`config.mk`:
```
export PLATFORM = sky130hd
export DESIGN_NAME = eight_bit_alu_executor_flat
export DESIGN_NICKNAME = d
export VERILOG_FILES = /design/src/rtl/eight_bit_alu_executor_if.sv /design/src/rtl/eight_bit_alu_executor.sv /design/src/flat_wrapper.sv
export SDC_FILE = /design/constraint.sdc
export NUM_CORES = 1
export LEC_CHECK = 0
export CAP_MARGIN = 10
export CORE_MARGIN = 3
export CORE_UTILIZATION = 25
export CTS_BUF_LIST = sky130_fd_sc_hd__clkbuf_4
export DETAILED_ROUTE_END_ITERATION = 8
export SKIP_CTS_REPAIR_TIMING = 1
export SYNTH_ARGS = -nofsm -noshare
export SYNTH_HDL_FRONTEND = slang
export SYNTH_SLANG_ARGS = --single-unit
```
`constraint.sdc`:
```
create_clock -name clk -period 4.6 [get_ports clk]
set_input_delay 0.92 -clock clk [delete_from_list [all_inputs] [get_ports clk]]
set_output_delay 0.92 -clock clk [all_outputs]
set_load 0.1 [all_outputs]
```
`src/rtl/eight_bit_alu_executor_if.sv`:
```
// Operand/opcode request and result/status return between the 8-bit control unit and its ALU executor.
// The control unit is the master; the executor is the slave.
interface eight_bit_alu_executor_if;
  logic [7:0] a_in;
  logic [7:0] b_in;
  logic [3:0] op_in;
  logic       enable_alu;
  logic [7:0] result;
  logic [7:0] result_hi;
  logic       busy;
  logic       done;
  logic       carry;
  logic       zero;
  logic       ovf;
  logic       div_zero;
  logic       illegal_op;

  modport master (
    output a_in, b_in, op_in, enable_alu,
    input  result, result_hi, busy, done, carry, zero, ovf, div_zero, illegal_op
  );

  modport slave (
    input  a_in, b_in, op_in, enable_alu,
    output result, result_hi, busy, done, carry, zero, ovf, div_zero, illegal_op
  );
endinterface

```
`src/rtl/eight_bit_alu_executor.sv`:
```
// 8-bit ALU executor: single-cycle add/sub/shift, 8-iteration shift-add multiply/square
// and restoring divide, with registered result, upper byte, status flags and done pulse.
module eight_bit_alu_executor #(
  parameter logic [7:0] DIV_ZERO_VAL = 8'hFF,
  parameter int         SHAMT_BITS   = 3
) (
  input  logic clk,
  input  logic rst_n,
  eight_bit_alu_executor_if.slave alu
);

  localparam logic [3:0] OP_ADD = 4'd0;
  localparam logic [3:0] OP_SUB = 4'd1;
  localparam logic [3:0] OP_MUL = 4'd2;
  localparam logic [3:0] OP_DIV = 4'd3;
  localparam logic [3:0] OP_SHL = 4'd4;
  localparam logic [3:0] OP_SHR = 4'd5;
  localparam logic [3:0] OP_SQA = 4'd6;
  localparam logic [3:0] OP_SQB = 4'd7;

  typedef enum logic [1:0] {IDLE, CALC, DONE} state_t;

  state_t     state, state_nxt;
  logic [2:0] iter_cnt;
  logic [7:0] a_lat, b_lat;
  logic [3:0] op_lat;
  logic [7:0] work_hi, work_lo;

  // Returns {carry, result}; carry is the last bit shifted out, 0 for a zero shift.
  function automatic logic [8:0] shl_carry(input logic [7:0] a, input logic [SHAMT_BITS-1:0] s);
    logic [8:0] t;
    t = {1'b0, a} << s;
    return t;
  endfunction

  function automatic logic [8:0] shr_carry(input logic [7:0] a, input logic [SHAMT_BITS-1:0] s);
    logic [8:0] t;
    t = {a, 1'b0} >> s;
    return {t[0], t[8:1]};
  endfunction

  logic [7:0] sc_res, sc_hi;
  logic       sc_carry, sc_dz, sc_ill, sc_iter;

  always_comb begin
    sc_res   = 8'd0;
    sc_hi    = 8'd0;
    sc_carry = 1'b0;
    sc_dz    = 1'b0;
    sc_ill   = 1'b0;
    sc_iter  = 1'b0;
    case (alu.op_in)
      OP_ADD: {sc_carry, sc_res} = {1'b0, alu.a_in} + {1'b0, alu.b_in};
      OP_SUB: begin
        sc_res   = alu.a_in - alu.b_in;
        sc_carry = (alu.a_in < alu.b_in);
      end
      OP_SHL: {sc_carry, sc_res} = shl_carry(alu.a_in, alu.b_in[SHAMT_BITS-1:0]);
      OP_SHR: {sc_carry, sc_res} = shr_carry(alu.a_in, alu.b_in[SHAMT_BITS-1:0]);
      OP_DIV: begin
        if (alu.b_in == 8'd0) begin
          sc_res = DIV_ZERO_VAL;
          sc_hi  = alu.a_in;
          sc_dz  = 1'b1;
        end else begin
          sc_iter = 1'b1;
        end
      end
      OP_MUL, OP_SQA, OP_SQB: sc_iter = 1'b1;
      default: sc_ill = 1'b1;
    endcase
  end

  // Iteration step: {work_hi, work_lo} is the product (hi:lo) or remainder:quotient pair.
  logic [7:0] mcand;
  logic [8:0] mul_sum, div_shift, div_diff;
  logic       div_ge;
  logic [7:0] step_hi, step_lo;

  always_comb begin
    mcand     = (op_lat == OP_SQA) ? a_lat : b_lat;
    mul_sum   = {1'b0, work_hi} + (work_lo[0] ? {1'b0, mcand} : 9'd0);
    div_shift = {work_hi, work_lo[7]};
    div_ge    = (div_shift >= {1'b0, mcand});
    div_diff  = div_shift - {1'b0, mcand};
    if (op_lat == OP_DIV) begin
      step_hi = div_ge ? div_diff[7:0] : div_shift[7:0];
      step_lo = {work_lo[6:0], div_ge};
    end else begin
      step_hi = mul_sum[8:1];
      step_lo = {mul_sum[0], work_lo[7:1]};
    end
  end

  always_ff @(posedge clk or negedge rst_n) begin
    if (!rst_n) state <= IDLE;
    else        state <= state_nxt;
  end

  always_comb begin
    state_nxt = state;
    case (state)
      IDLE: if (alu.enable_alu) state_nxt = sc_iter ? CALC : DONE;
      CALC: if (iter_cnt == 3'd7) state_nxt = DONE;
      DONE: state_nxt = IDLE;
      default: state_nxt = IDLE;
    endcase
  end

  assign alu.busy = (state == CALC);
  assign alu.done = (state == DONE);

  always_ff @(posedge clk or negedge rst_n) begin
    if (!rst_n) begin
      iter_cnt       <= 3'd0;
      a_lat          <= 8'd0;
      b_lat          <= 8'd0;
      op_lat         <= 4'd0;
      work_hi        <= 8'd0;
      work_lo        <= 8'd0;
      alu.result     <= 8'd0;
      alu.result_hi  <= 8'd0;
      alu.carry      <= 1'b0;
      alu.zero       <= 1'b0;
      alu.ovf        <= 1'b0;
      alu.div_zero   <= 1'b0;
      alu.illegal_op <= 1'b0;
    end else if (state == IDLE && alu.enable_alu) begin
      a_lat    <= alu.a_in;
      b_lat    <= alu.b_in;
      op_lat   <= alu.op_in;
      iter_cnt <= 3'd0;
      work_hi  <= 8'd0;
      work_lo  <= (alu.op_in == OP_SQB) ? alu.b_in : alu.a_in;
      if (!sc_iter) begin
        alu.result     <= sc_res;
        alu.result_hi  <= sc_hi;
        alu.carry      <= sc_carry;
        alu.zero       <= (sc_res == 8'd0);
        alu.ovf        <= 1'b0;
        alu.div_zero   <= sc_dz;
        alu.illegal_op <= sc_ill;
      end
    end else if (state == CALC) begin
      work_hi  <= step_hi;
      work_lo  <= step_lo;
      iter_cnt <= iter_cnt + 3'd1;
      if (iter_cnt == 3'd7) begin
        alu.result     <= step_lo;
        alu.result_hi  <= step_hi;
        alu.carry      <= 1'b0;
        alu.zero       <= (step_lo == 8'd0);
        alu.ovf        <= (op_lat != OP_DIV) && (step_hi != 8'd0);
        alu.div_zero   <= 1'b0;
        alu.illegal_op <= 1'b0;
      end
    end
  end

endmodule

```
`src/flat_wrapper.sv`:
```
// flat-port wrapper written by rule: the top's interface ports become plain ports
module eight_bit_alu_executor_flat 
#(
  parameter logic [7:0] DIV_ZERO_VAL = 8'hFF,
  parameter int         SHAMT_BITS   = 3
)
  (clk, rst_n, alu_a_in, alu_b_in, alu_op_in, alu_enable_alu, alu_result, alu_result_hi, alu_busy, alu_done, alu_carry, alu_zero, alu_ovf, alu_div_zero, alu_illegal_op);
  eight_bit_alu_executor_if alu_i ();
  input  logic clk;
  input  logic rst_n;
  input wire logic [$bits(alu_i.a_in)-1:0] alu_a_in;
  input wire logic [$bits(alu_i.b_in)-1:0] alu_b_in;
  input wire logic [$bits(alu_i.op_in)-1:0] alu_op_in;
  input wire logic [$bits(alu_i.enable_alu)-1:0] alu_enable_alu;
  output wire logic [$bits(alu_i.result)-1:0] alu_result;
  output wire logic [$bits(alu_i.result_hi)-1:0] alu_result_hi;
  output wire logic [$bits(alu_i.busy)-1:0] alu_busy;
  output wire logic [$bits(alu_i.done)-1:0] alu_done;
  output wire logic [$bits(alu_i.carry)-1:0] alu_carry;
  output wire logic [$bits(alu_i.zero)-1:0] alu_zero;
  output wire logic [$bits(alu_i.ovf)-1:0] alu_ovf;
  output wire logic [$bits(alu_i.div_zero)-1:0] alu_div_zero;
  output wire logic [$bits(alu_i.illegal_op)-1:0] alu_illegal_op;
  assign alu_i.a_in = alu_a_in;
  assign alu_i.b_in = alu_b_in;
  assign alu_i.op_in = alu_op_in;
  assign alu_i.enable_alu = alu_enable_alu;
  assign alu_result = alu_i.result;
  assign alu_result_hi = alu_i.result_hi;
  assign alu_busy = alu_i.busy;
  assign alu_done = alu_i.done;
  assign alu_carry = alu_i.carry;
  assign alu_zero = alu_i.zero;
  assign alu_ovf = alu_i.ovf;
  assign alu_div_zero = alu_i.div_zero;
  assign alu_illegal_op = alu_i.illegal_op;
  eight_bit_alu_executor #(.DIV_ZERO_VAL(DIV_ZERO_VAL), .SHAMT_BITS(SHAMT_BITS)) u_core (.clk(clk), .rst_n(rst_n), .alu(alu_i));
endmodule
```
======== After elaboration in Yosys (flattened, before gate mapping) ========
Index checks and enable logic that the tools add are counted.
storage, ports and cells
  bits in registers ....................... 62
  input bits .............................. 23
  output and inout bits ................... 23
  word-level logic and storage cells ...... 103
cells by class
  add/sub/neg operators ................... 5
  magnitude comparators ................... 2
  equal/unequal tests ..................... 16
  shifts and indexed selects .............. 2
  mux-type cells .......................... 50
  reductions and logical operators ........ 14
operators by type and width
  cell                                                   count
  two-way mux 8 bit                                      21
  case mux 8 bit (5 select lines)                        1
  zero test 8 bit                                        3
  == test 4 x 3 -> 1 bit, second input constant          5
  two-way mux 1 bit                                      20
  adder 8 x 8 -> 9 bit                                   2
  subtractor 8 bit                                       2
  == test 4 x 2 -> 1 bit, second input constant          3
  greater-or-equal comparator 9 x 8 -> 1 bit             1
  << shifter 8 x 3 -> 9 bit                              1
  right shift 9 x 3 -> 9 bit                             1
  less-than comparator 8 bit                             1
  nonzero test 8 bit                                     1
  OR reduction 8 bit                                     1
  two-way mux 2 bit                                      3
  two-way mux 3 bit                                      2
  == test 4 x 1 -> 1 bit, second input constant          1
  zero test 4 bit                                        1
  inequality test 2 bit, second input constant           2
  inequality test 4 x 2 -> 1 bit, second input constant  1
  case mux 1 bit (4 select lines)                        1
  case mux 2 bit (2 select lines)                        1
  nonzero test 2 bit                                     2
  adder 3 x 1 -> 3 bit, second input constant            1
  10 further kinds                                       11

======== Longest topological paths before layout ========
  word-level depth ........................ 10
  depth in mapped cells ................... 13
  depth with buffers taken out ............ 12

======== Worst setup path after synthesis ========
OpenSTA, ideal clock, no wires.
  path type ............................... register -> register
  start point ............................. register u_core.op_lat[0]
  end point ............................... register u_core.alu.ovf
  arrival time ............................ 3.382 ns
  required time ........................... 4.457 ns
  path slack .............................. 1.075 ns
  cell stages (with the launch flop) ...... 14
  buffers on the path ..................... 1
  cell sequence ........................... dfrtp_1 > nor4bb_1 > clkbuf_1 > mux2_2 > and2_1 > ha_1 > fa_1 > a211oi_1 > o21ai_0 > a21o_1 > a21o_1 > a211o_1 > o211ai_1 > a41oi_1
on the way
  cells in the longest elaborated chain, start to end .. 10
  elaborated cells on any way between the ends .. 15
  classes of those cells .................. add/sub: 2; order compare: 1; eq/ne: 3; mux: 7; reduce/logical: 2
ends and longest elaborated chain
  element                                                           line                                                        text
  start, declared                                                   eight_bit_alu_executor.sv:26                                logic [3:0] op_lat;
  start signal, assigned                                            eight_bit_alu_executor.sv:131                               op_lat <= alu.op_in;
  == test 4 x 3 -> 1 bit                                            eight_bit_alu_executor.sv:81                                mcand = (op_lat == OP_SQA) ? a_lat : b_lat;
  two-way mux 8 bit                                                 eight_bit_alu_executor.sv:81
  two-way mux 8 bit (tied with other cells)                         eight_bit_alu_executor.sv:82                                mul_sum = {1'b0, work_hi} + (work_lo[0] ? {1'b0, mcand} : 9'd0);
  adder 8 x 8 -> 9 bit / two-way mux 8 bit (equally long branches)  eight_bit_alu_executor.sv:82, eight_bit_alu_executor.sv:87
  two-way mux 8 bit                                                 eight_bit_alu_executor.sv:86                                if (op_lat == OP_DIV) begin
  nonzero test 8 bit                                                eight_bit_alu_executor.sv:153                               alu.ovf <= (op_lat != OP_DIV) && (step_hi != 8'd0);
  logical AND 1 bit *                                               eight_bit_alu_executor.sv:153
  two-way mux 1 bit *                                               eight_bit_alu_executor.sv:148                               if (iter_cnt == 3'd7) begin
  two-way mux 1 bit *                                               eight_bit_alu_executor.sv:144                               end else if (state == CALC) begin
  two-way mux 1 bit *                                               eight_bit_alu_executor.sv:128                               end else if (state == IDLE && alu.enable_alu) begin
  end signal, assigned                                              eight_bit_alu_executor.sv:153
  end, declared                                                     eight_bit_alu_executor_if.sv:25                             output result, result_hi, busy, done, carry, zero, ovf, div_zero, illegal_op
Every way passes the cells marked *; elsewhere a longest branch is shown, timed or not. The select of a mux whose other input is x is not followed.
A chain may end at the register's enable or synchronous reset.

======== Worst setup path after layout ========
  start point ............................. register u_core.op_lat[2]
  end point ............................... register u_core.alu.ovf
The elaborated chain is that of the path after synthesis.

==> results.md <==
* Outcome: completed
* Largest net degree at the start of global routing at 34
* Least-Margin Pin Slew at 1.03 ns
* Total Die Area at around 23000 um2
* WS Path Type: register to register
* Avg Inst Size Synth at 8.13 um2
* Biggest area consumer among synthesized cells: dfrtp_1
* Vias at about 4900
* Clock sink count at 62
* Number of synthesized flops with an enable pin at 0
* # nets final at roughly 740
* Post-synth cell types at 71
* PortBufs at 45
* Hold Vio Cnt, Final at 0
* WP data arrival at 4.03 ns
* Max Fclk at approximately 270 MHz
* Ant. Diodes at 0
* Total grt overflow at 0
* Slew Limit Fails at 0
* TritonCTS Buffers at 9
* Power per standard cell area at 656 nW/um2
* Fill cells at between 2000 and 2500
* H-tree Lvls at 3
* First-pass GRT wire length at 26.4 mm
* Worst-path fanout max at 7
* Gr usage total at ~15%
* Detailed Route WL at about 16 mm
* Slew HR at 31.0%
* Setup TNS at 0 ns
* Critical Path Sink Type: register
* Top FF cell, synth: dfrtp_1
* Syn_nets at 701
* Setup violators final at 0
* Routed Antenna Nets at 0
* Period Utilization, post-route at slightly above 80%
* Pwr Total at about 4.1 mW
* Hold_ws at 0.490 ns
* Global placement routability congestion at 0.860
* Die X at 150 um
* Worst-path clk slew at between 0.1 and 0.15 ns
* Post-synth ARST share at 100%
* Post-synthesis sequential area ratio at 29.9%
* Synth Cell Area at a little over 5000 um2
* Total number of yosys warnings at 0
* Setup ws final at 0.875 ns
* DRT Pass-1 Iters at 5
* Core ar. at 20300 um2
* DR vias/cell at 5.12
* Final Critical Period at 3.72 ns
* Lkg Pwr at 2.76 nW
* DR WL/cell at 17.2 um
* Worst clock skew at 0.0126 ns
* Largest cells by area after synthesis: dfrtp_1 30%, nand2_1 8.7%, ha_1 8.4%
* Worst Setup Slack post-DPL at 0.632 ns
* Layout area overhead at 19.1%
* Layout Utilization at roughly 30%
* Worst hold-check path type: register to register
* Synth Instances at 639
* Top-Level Pins at 46
* CP startpoint kind: register
* Synth top area share at 29.9%
* Post-synthesis register bit count at 62
* Max-cap violations at 0
* Vias in the first global route at 4716
* Row cnt at between 50 and 60
* Max IR drop VDD at 217 uV
* Root Driver: clkbuf_4
* Post-route DRC at 0
* CTS tree: yes
* Initial core utilization at about a quarter
* Layout cells sized above 1 at 8.96%
* Die Span Y at approximately 150 um
* Initial antenna violation count at 0
* CTS max path bufs at 2
* Clock latency on the worst-skew pair at 0.43 ns
* Required time worst endpoint at 4.90 ns
* RSZ-0062 raised after global routing: no
* DP HPWL at 12.6 mm
* DRT iter0 DRCs at 330
## cell families after synthesis
family	Yosys count	share of synthesized area [%]
buffers and inverters	65	5.18
adders and majority gates	39	9.97
DFF	62	29.9
and+or+nand+nor	241	21.8
muxes	32	8.07
AOI/OAI and AO/OA	190	23.5
xor gates and xnor gates	10	1.69
## cell usage after synthesis (all sizes together), types with 12 or more instances
master and number:
nand2 121, o21ai 76, dfrtp 62, ha 35, nor2 30, clkbuf 29
a21oi 28, inv 22, nand3 22, mux2i 19, buf 12, nor2b 12
nor3 12
## cells in the final DEF, fill, tap and decap left out, drive strengths merged, types with 3 or more instances in the layout
cell type,count
a31oi,5
nand3,22
nor4,4
nor2,30
nand4,6
and3,4
nor3b,3
xnor2,3
and2,4
o211ai,9
a211oi,5
mux4,7
a21o,10
dfrtp,62
nor3,12
o31a,3
nand2b,5
or3,6
clkbuf,9
fa,4
a22o,6
nand2,121
a211o,10
a32oi,3
ha,35
mux2i,19
a21oi,28
buf,23
nor2b,12
o21ai,76
bufinv,3
mux2,6
clkdlybuf4s50,44
inv,26
xor2,7
a22oi,6
o31ai,6
## where the power goes
part	switching (mW)	leakage (nW)	total, mW	internal (mW)
combinational	1.70	1.86	2.55	0.857
sequential	0.209	0.797	0.983	0.774
clock	0.233	0.103	0.517	0.284
total	2.14	2.76	4.05	1.91
## state kept, by name (all words and copies together) (netlist names), 2 cells and up
register / count
u_core.a_lat: 8
u_core.alu.result: 8
u_core.alu.result_hi: 8
u_core.b_lat: 8
u_core.iter_cnt: 3
u_core.op_lat: 4
u_core.state: 2
u_core.work_hi: 8
u_core.work_lo: 8
## critical path, cell delays in order, from the launching register on
cell and delay, ns:
dfrtp_1 0.44, nor4bb_2 0.43, buf_4 0.26, mux2i_1 0.40, nor2b_1 0.14, fa_1 0.48, a211oi_1 0.27, o21ai_0 0.18
a21o_1 0.23, a21o_1 0.18, a211o_1 0.29, o211ai_1 0.15, a41oi_1 0.16
## through the flow
stage               std cells  instance area [um2]
finish                    951                 6180
global route              951                 6180
CTS                       951                 6180
detailed placement        935                 5990
global placement          935                 5990
floorplan                 639                 5190
## area by class of cell
class / instances / area, um2 / area share (%)
timing repair buffer: 67 / 611 / 9.87
sequential: 62 / 1550 / 25.1
multi-input combinational: 512 / 3400 / 55.0
clock inverter: 7 / 128 / 2.06
tap: 270 / 338 / 5.46
clock buffer: 9 / 67.6 / 1.09
inverter: 24 / 90.1 / 1.46
## layer usage
layer	vias to the layer above	share of wire, %	track usage, %
li1	2388	-	-
met1	2349	48	21.1
met2	119	47	23.7
met3	17	4.2	1.90
met4	0	1.4	4.07
met5	-	0	0
## worst paths after layout
path / to / from / cells after the start / slack (ns)
setup reg to reg: u_core.alu.ovf / u_core.op_lat[2] / 12 / 0.88
max in group asynchronous: u_core.work_lo[5] / rst_n / 2 / 3.17
hold / removal: u_core.alu.illegal_op / u_core.alu.illegal_op / 2 / 0.49
hold reg to reg: u_core.alu.illegal_op / u_core.alu.illegal_op / 2 / 0.49
setup / recovery: u_core.alu.ovf / u_core.op_lat[2] / 12 / 0.88
min in group asynchronous: u_core.iter_cnt[1] / rst_n / 1 / 0.54
(Power assumes the default switching activity.)
